`src/rtl/calc_pkg.sv`:
```
// Shared types and constants for the calculator datapath: FSM state
// encoding, BCD digit type and the sizing helper for the binary magnitude.
package calc_pkg;

   typedef enum logic [1:0] {
      IDLE   = 2'd0,
      SHIFT  = 2'd1,
      FINISH = 2'd2
   } state_t;

   typedef logic [3:0] bcd_digit_t;

   localparam bcd_digit_t BCD_MAX = 4'd9;

   // Bits needed to hold any n-digit decimal magnitude: ceil(log2(10**n)).
   function automatic int clog2_pow10(input int n);
      logic [63:0] p;
      int          w;
      p = 64'd1;
      for (int i = 0; i < n; i++) begin
         p = p * 64'd10;
      end
      w = 0;
      for (int b = 0; b < 63; b++) begin
         if ((64'd1 << w) < p) begin
            w = w + 1;
         end else begin
            w = w;
         end
      end
      return w;
   endfunction

   // True when a nibble is not a legal decimal digit.
   function automatic logic digit_gt_max(input bcd_digit_t d);
      return (d > BCD_MAX);
   endfunction

endpackage

```
`src/rtl/bcd_to_bin_seq_if.sv`:
```
// Handshake and data bundle between keypad assembly logic and the
// BCD-to-binary converter.
interface bcd_to_bin_seq_if #(
   parameter int DIGITS = 3,
   parameter int OUT_W  = 8
);
   logic                  start;
   logic [4*DIGITS-1:0]   bcd_in;
   logic                  neg_n;
   logic                  busy;
   logic                  done;
   logic [OUT_W-1:0]      bin_out;
   logic                  overflow;
   logic                  err_digit;

   modport master (
      output start, bcd_in, neg_n,
      input  busy, done, bin_out, overflow, err_digit
   );

   modport slave (
      input  start, bcd_in, neg_n,
      output busy, done, bin_out, overflow, err_digit
   );
endinterface

```
`src/rtl/bcd_digit_adj.sv`:
```
// Reverse double-dabble digit correction: after a right shift, a digit that
// received a borrowed bit from the digit above (value >= 8) is pulled back
// into decimal range by subtracting 3.
module bcd_digit_adj
   import calc_pkg::*;
(
   input  bcd_digit_t din,
   output bcd_digit_t dout
);

   // Conditional subtract-3 correction of one shifted BCD digit.
   always_comb begin
      if (din >= 4'd8) begin
         dout = din - 4'd3;
      end else begin
         dout = din;
      end
   end

endmodule

```
`src/rtl/bcd_to_bin_seq.sv`:
```
// Sequential sign-magnitude BCD to two's-complement converter. The BCD
// digits sit above an empty binary field in one shift register; each SHIFT
// cycle moves one bit from the decimal part into the binary part and
// corrects the digits. After MAG_W cycles the low field holds the magnitude,
// which FINISH signs and saturates into OUT_W bits.
module bcd_to_bin_seq
   import calc_pkg::*;
#(
   parameter int DIGITS = 3,
   parameter int OUT_W  = 8
) (
   input  logic              clk,
   input  logic              rst_n,
   bcd_to_bin_seq_if.slave   bus
);

   localparam int MAG_W = clog2_pow10(DIGITS);
   localparam int BCD_W = 4 * DIGITS;
   localparam int SR_W  = BCD_W + MAG_W;
   localparam int CNT_W = $clog2(MAG_W + 1);

   localparam logic [CNT_W-1:0] CNT_LOAD = CNT_W'(MAG_W);
   localparam logic [CNT_W-1:0] CNT_ONE  = CNT_W'(1);
   localparam logic [31:0]      POS_LIM  = 32'((2 ** (OUT_W - 1)) - 1);
   localparam logic [31:0]      NEG_LIM  = 32'(2 ** (OUT_W - 1));
   localparam logic [OUT_W-1:0] SAT_POS  = {1'b0, {(OUT_W-1){1'b1}}};
   localparam logic [OUT_W-1:0] SAT_NEG  = {1'b1, {(OUT_W-1){1'b0}}};

   state_t             state_r, state_nxt_s;
   logic [SR_W-1:0]    sr_r, sr_nxt_s;
   logic [SR_W-1:0]    shifted_s;
   logic [BCD_W-1:0]   adj_bcd_s;
   logic [CNT_W-1:0]   cnt_r, cnt_nxt_s;
   logic               neg_r, neg_nxt_s;
   logic               err_r, err_nxt_s;
   logic               busy_r, busy_nxt_s;
   logic               done_r, done_nxt_s;
   logic [OUT_W-1:0]   bin_r, bin_nxt_s;
   logic               ovf_r, ovf_nxt_s;
   logic               errd_r, errd_nxt_s;
   logic               digit_bad_s;
   logic [31:0]        mag_s;
   logic [31:0]        neg_mag_s;

   assign shifted_s = {1'b0, sr_r[SR_W-1:1]};
   assign mag_s     = 32'(sr_r[MAG_W-1:0]);
   assign neg_mag_s = 32'd0 - mag_s;

   genvar g;
   generate
      for (g = 0; g < DIGITS; g++) begin : g_adj
         bcd_digit_adj u_adj (
            .din  (shifted_s[MAG_W + 4*g +: 4]),
            .dout (adj_bcd_s[4*g +: 4])
         );
      end
   endgenerate

   // Flag an input nibble that is not a decimal digit.
   always_comb begin
      digit_bad_s = 1'b0;
      for (int i = 0; i < DIGITS; i++) begin
         if (digit_gt_max(bus.bcd_in[4*i +: 4])) begin
            digit_bad_s = 1'b1;
         end else begin
            digit_bad_s = digit_bad_s;
         end
      end
   end

   // State register.
   always_ff @(posedge clk or negedge rst_n) begin
      if (!rst_n) begin
         state_r <= IDLE;
      end else begin
         state_r <= state_nxt_s;
      end
   end

   // Next-state decode: illegal digits skip the shift phase entirely.
   always_comb begin
      state_nxt_s = state_r;
      case (state_r)
         IDLE: begin
            if (bus.start) begin
               state_nxt_s = digit_bad_s ? FINISH : SHIFT;
            end else begin
               state_nxt_s = IDLE;
            end
         end
         SHIFT: begin
            if (cnt_r == CNT_ONE) begin
               state_nxt_s = FINISH;
            end else begin
               state_nxt_s = SHIFT;
            end
         end
         FINISH:  state_nxt_s = IDLE;
         default: state_nxt_s = IDLE;
      endcase
   end

   // Datapath and output next values; everything holds unless the state acts.
   always_comb begin
      sr_nxt_s   = sr_r;
      cnt_nxt_s  = cnt_r;
      neg_nxt_s  = neg_r;
      err_nxt_s  = err_r;
      busy_nxt_s = busy_r;
      done_nxt_s = 1'b0;
      bin_nxt_s  = bin_r;
      ovf_nxt_s  = ovf_r;
      errd_nxt_s = errd_r;
      case (state_r)
         IDLE: begin
            if (bus.start) begin
               sr_nxt_s   = {bus.bcd_in, {MAG_W{1'b0}}};
               cnt_nxt_s  = CNT_LOAD;
               neg_nxt_s  = bus.neg_n;
               err_nxt_s  = digit_bad_s;
               busy_nxt_s = 1'b1;
               ovf_nxt_s  = 1'b0;
               errd_nxt_s = 1'b0;
            end else begin
               busy_nxt_s = 1'b0;
            end
         end
         SHIFT: begin
            sr_nxt_s  = {adj_bcd_s, shifted_s[MAG_W-1:0]};
            cnt_nxt_s = cnt_r - CNT_ONE;
         end
         FINISH: begin
            done_nxt_s = 1'b1;
            busy_nxt_s = 1'b0;
            if (err_r) begin
               bin_nxt_s  = {OUT_W{1'b0}};
               errd_nxt_s = 1'b1;
               ovf_nxt_s  = 1'b0;
            end else if (neg_r) begin
               if (mag_s > POS_LIM) begin
                  bin_nxt_s = SAT_POS;
                  ovf_nxt_s = 1'b1;
               end else begin
                  bin_nxt_s = mag_s[OUT_W-1:0];
                  ovf_nxt_s = 1'b0;
               end
            end else begin
               if (mag_s > NEG_LIM) begin
                  bin_nxt_s = SAT_NEG;
                  ovf_nxt_s = 1'b1;
               end else begin
                  bin_nxt_s = neg_mag_s[OUT_W-1:0];
                  ovf_nxt_s = 1'b0;
               end
            end
         end
         default: begin
            busy_nxt_s = 1'b0;
         end
      endcase
   end

   // Datapath and registered outputs.
   always_ff @(posedge clk or negedge rst_n) begin
      if (!rst_n) begin
         sr_r   <= {SR_W{1'b0}};
         cnt_r  <= {CNT_W{1'b0}};
         neg_r  <= 1'b0;
         err_r  <= 1'b0;
         busy_r <= 1'b0;
         done_r <= 1'b0;
         bin_r  <= {OUT_W{1'b0}};
         ovf_r  <= 1'b0;
         errd_r <= 1'b0;
      end else begin
         sr_r   <= sr_nxt_s;
         cnt_r  <= cnt_nxt_s;
         neg_r  <= neg_nxt_s;
         err_r  <= err_nxt_s;
         busy_r <= busy_nxt_s;
         done_r <= done_nxt_s;
         bin_r  <= bin_nxt_s;
         ovf_r  <= ovf_nxt_s;
         errd_r <= errd_nxt_s;
      end
   end

   assign bus.busy      = busy_r;
   assign bus.done      = done_r;
   assign bus.bin_out   = bin_r;
   assign bus.overflow  = ovf_r;
   assign bus.err_digit = errd_r;

endmodule

```
`src/flat_wrapper.sv`:
```
// flat-port wrapper written by rule: the top's interface ports become plain ports
module bcd_to_bin_seq_flat import calc_pkg::*;
#(
   parameter int DIGITS = 3,
   parameter int OUT_W  = 8
)
  (clk, rst_n, bus_start, bus_bcd_in, bus_neg_n, bus_busy, bus_done, bus_bin_out, bus_overflow, bus_err_digit);
  bcd_to_bin_seq_if #(.DIGITS(DIGITS), .OUT_W(OUT_W)) bus_i ();
  input  logic clk;
  input  logic rst_n;
  input wire logic [$bits(bus_i.start)-1:0] bus_start;
  input wire logic [$bits(bus_i.bcd_in)-1:0] bus_bcd_in;
  input wire logic [$bits(bus_i.neg_n)-1:0] bus_neg_n;
  output wire logic [$bits(bus_i.busy)-1:0] bus_busy;
  output wire logic [$bits(bus_i.done)-1:0] bus_done;
  output wire logic [$bits(bus_i.bin_out)-1:0] bus_bin_out;
  output wire logic [$bits(bus_i.overflow)-1:0] bus_overflow;
  output wire logic [$bits(bus_i.err_digit)-1:0] bus_err_digit;
  assign bus_i.start = bus_start;
  assign bus_i.bcd_in = bus_bcd_in;
  assign bus_i.neg_n = bus_neg_n;
  assign bus_busy = bus_i.busy;
  assign bus_done = bus_i.done;
  assign bus_bin_out = bus_i.bin_out;
  assign bus_overflow = bus_i.overflow;
  assign bus_err_digit = bus_i.err_digit;
  bcd_to_bin_seq #(.DIGITS(DIGITS), .OUT_W(OUT_W)) u_core (.clk(clk), .rst_n(rst_n), .bus(bus_i));
endmodule
```
`config.mk`:
```
export PLATFORM = sky130hd
export DESIGN_NAME = bcd_to_bin_seq_flat
export DESIGN_NICKNAME = d
export VERILOG_FILES = /design/src/rtl/calc_pkg.sv /design/src/rtl/bcd_to_bin_seq_if.sv /design/src/rtl/bcd_digit_adj.sv /design/src/rtl/bcd_to_bin_seq.sv /design/src/flat_wrapper.sv
export SDC_FILE = /design/constraint.sdc
export NUM_CORES = 1
export LEC_CHECK = 0
export CAP_MARGIN = 20
export CORE_AREA = 2 2 77 79
export CTS_BUF_LIST = sky130_fd_sc_hd__clkbuf_4 sky130_fd_sc_hd__clkbuf_8
export DETAILED_ROUTE_END_ITERATION = 8
export DIE_AREA = 0 0 79 81
export GPL_ROUTABILITY_DRIVEN = 0
export MAX_ROUTING_LAYER = met4
export SETUP_SLACK_MARGIN = 0.3
export SLEW_MARGIN = 20
export SYNTH_ARGS = -nofsm -noshare
export SYNTH_HDL_FRONTEND = slang
export SYNTH_SLANG_ARGS = --single-unit
```
`constraint.sdc`:
```
create_clock -name clk -period 1.7 [get_ports clk]
set_clock_uncertainty 0.15 [all_clocks]
set_input_delay 0.17 -clock clk [delete_from_list [all_inputs] [get_ports clk]]
set_output_delay 0.17 -clock clk [all_outputs]
set_load 0.01 [all_outputs]
```
==> flow_metrics.tcl <==
set metrics [dict create \
    yosysMostFrequentCell "nand2_1" \
    h-tree-depth 2 \
    rr_worst_depth 6 \
    viasPerCell 5.24 \
    timing.fmax_ghz 0.592 \
    dr_total_vias 2029 \
    design.core.area_um2 5680 \
    path_class "reg2reg" \
    grt_max_degree 43 \
    power_density_nw_per_um2 1810 \
    async_flop_share_pct 100 \
    ys_types 36 \
    synth_flop_cell "dfrtp_1" \
    synth_top_cell_by_area "dfrtp_1" \
    overflow 0 \
    start_util_pct 37.9 \
    critical_path_required_ps 1750 \
    irDropWorstVdd_mv 0.809 \
    ios 28 \
    hold_ws_ps 226 \
    area_growth_pct 61.0 \
    fillers 476 \
    place_inst 342 \
    p_leak_nw 1.66 \
    synth_seq_cells 42 \
    hp-class "in2async" \
    synth_edf_count 0 \
    grt.total_usage_pct 18.9 \
    cts-root-buf "clkbuf_8" \
    cap_violations 0 \
    rows 28 \
    routed_wl_um 6000 \
    clk_pin_slew_ps 90 \
    wire_per_inst_um 15.5 \
    synth_nets 252 \
    synth_area_um2 2150 \
    grt_pass1_wl_um 9060 \
    finalCritPeriodShare_pct 99.4 \
    cts.sinks 42 \
    crit_chain "inv_2 -> ha_4 -> nor3b_4 -> nand2_1 -> a221o_1 -> o41ai_2" \
    final_nets 334 \
    io_buffers 27 \
    worst_slew_pin_slew_ps 383 \
    final.setup.tns_ps 0 \
    num_antenna_cells 0 \
    final-hold-violation-count 0 \
    first_global_vias 1891 \
    initialDrtViolationCount 127 \
    chipHeight_um 81 \
    max_stage_delay_ps 400 \
    netlist_top_cells_area "dfrtp_1 49%, nand2_1 7.5%, o21ai_0 6.1%" \
    setup.worst_path.end_class "flip-flop" \
    dp_hpwl_um 3270 \
    syn_avg_cell_area_um2 9.39 \
    rsz0062_at_grt "yes" \
    synth_cells 229 \
    cts_buffers 5 \
    start_kind "flip-flop" \
    maxSlewHeadroom_pct 74.2 \
    crit_arrival_ps 1740 \
    cp_slowest_cell "dfrtp_1" \
    ant_nets 0 \
    outcome "finished clean" \
    cts_max_path_buffers 2 \
    power_mw 6.28 \
    setup_viol_count_final 0 \
    crit_fanout 3 \
    cts_tree "done" \
    clk-insertion-delay-late_ps 300 \
    drive_above_1_share_pct 40.1 \
    antenna_found_initial 0 \
    fp.dieW_um 79 \
    period_minus_slack_ps 1690 \
    drc 0 \
    first_pass_iters 5 \
    synth.top_cell.area_share_pct 48.9 \
    synthTopCellsByCount "43 x nand2_1, 42 x dfrtp_1, 26 x o21ai_0" \
    fin_cells 387 \
    final_core_util_pct 61.0 \
    dieArea_um2 6400 \
    synth-seq-area-share_pct 48.9 \
    maxSlewViolCount 0 \
    yosysWarnings 0 \
]
[per-layer routing]
layer / wire, um / global-route usage [%] / share of wire (%)
met1: 2480 / 23.5 / 41
met2: 3230 / 31.3 / 54
met3: 178 / 3.67 / 3.0
met4: 110 / 6.38 / 1.8
met5: 0 / - / 0
[area by class of cell]
class / count / area [um^2] / area share [%]
Tap cell: 75 / 93.8 / 2.71
Clock buffer: 6 / 76.3 / 2.20
Timing Repair Buffer: 85 / 877 / 25.3
Clock inverter: 2 / 37.5 / 1.08
Multi-Input combinational cell: 166 / 1280 / 37.0
Inverter: 11 / 41.3 / 1.19
Sequential cell: 42 / 1050 / 30.5
[sequential cells by signal, summed over array words and instances, names as in the netlist]
register,flops
u_core.bus.done,1
u_core.sr_r,22
u_core.bus.err_digit,1
u_core.bus.busy,1
u_core.bus.overflow,1
u_core.cnt_r,4
u_core.err_r,1
u_core.neg_r,1
u_core.bus.bin_out,8
u_core.state_r,2
[placed cells by master (no fill, tap or decap), types with 6 or more instances in the layout]
master           Yosys  layout
buf_4                0      36
dlygate4sd2_1        0      12
nor2_1              15      13
o21ai_1              0       9
a22o_1               6       6
inv_1               11       8
nand2_1             43      35
clkdlybuf4s50_1      0      14
nand3_1             11       7
dfrtp_1             42      39
o21ai_2              0      12
nand2_4              0       6
buf_6                0      11
ha_1                 7       6
[path summary, 6_finish.rpt]
check / startpoint / endpoint / slack [ps]
worst max-delay path: u_core.sr_r[0] / u_core.bus.bin_out[6] / 10
worst min-delay path: rst_n / u_core.sr_r[7] / 230
worst max register to register: u_core.sr_r[0] / u_core.bus.bin_out[6] / 10
worst min register to register: u_core.bus.bin_out[6] / u_core.bus.bin_out[6] / 330
max in group asynchronous: rst_n / u_core.state_r[1] / 940
min in group clk: bus_neg_n / u_core.neg_r / 330
[critical path, delay by kind of cell, from the launching register on]
| family | cells | cell delay [ps] |
|---|---|---|
| AND/OR/NAND/NOR | 2 | 340 |
| buffers and inverters | 1 | 80 |
| adder cells (fa/ha/maj) | 1 | 130 |
| AO/OA/AOI/OAI | 2 | 500 |
| flip-flops | 1 | 400 |
[cell families (layout without fill, tap and decap cells)]
kind of cell    Yosys count  after routing  share of synthesized area [%]
mux                       3              3                           1.40
simple gates             94             94                           22.0
xor+xnor                  5              5                           2.04
compound gates           57             57                           17.7
buf+inv                  21            104                           3.90
flops                    42             42                           48.9
fa+ha+maj                 7              7                           4.07
[metrics by stage]
step | cell area [um^2] | worst slack [ps]
CTS | 3110 | 13.8
global placement | 2680 | 22.3
floorplan | 2200 | 54.1
global route | 3460 | -65.9
detailed placement | 2680 | -12.2
finish | 3460 | 9.68
[where the power goes]
group | total [mW] | switching [mW] | internal (mW) | leakage [nW]
logic | 3.68 | 1.70 | 1.98 | 1.07
clock network | 0.810 | 0.355 | 0.454 | 0.0548
registers | 1.79 | 0.389 | 1.40 | 0.540
[timing repair]
| item | CTS | global route |
|---|---|---|
| pin swaps | 9 | 34 |
| hold endpoints to repair | 42 | 0 |
| hold buffers | 1 | 0 |
| buffers inserted | 22 | 10 |
| cloned | 3 | 1 |
| setup endpoints to repair | 45 | 39 |
| resized for setup | 40 | 65 |
Note: power is estimated with default switching activity, not from simulation.
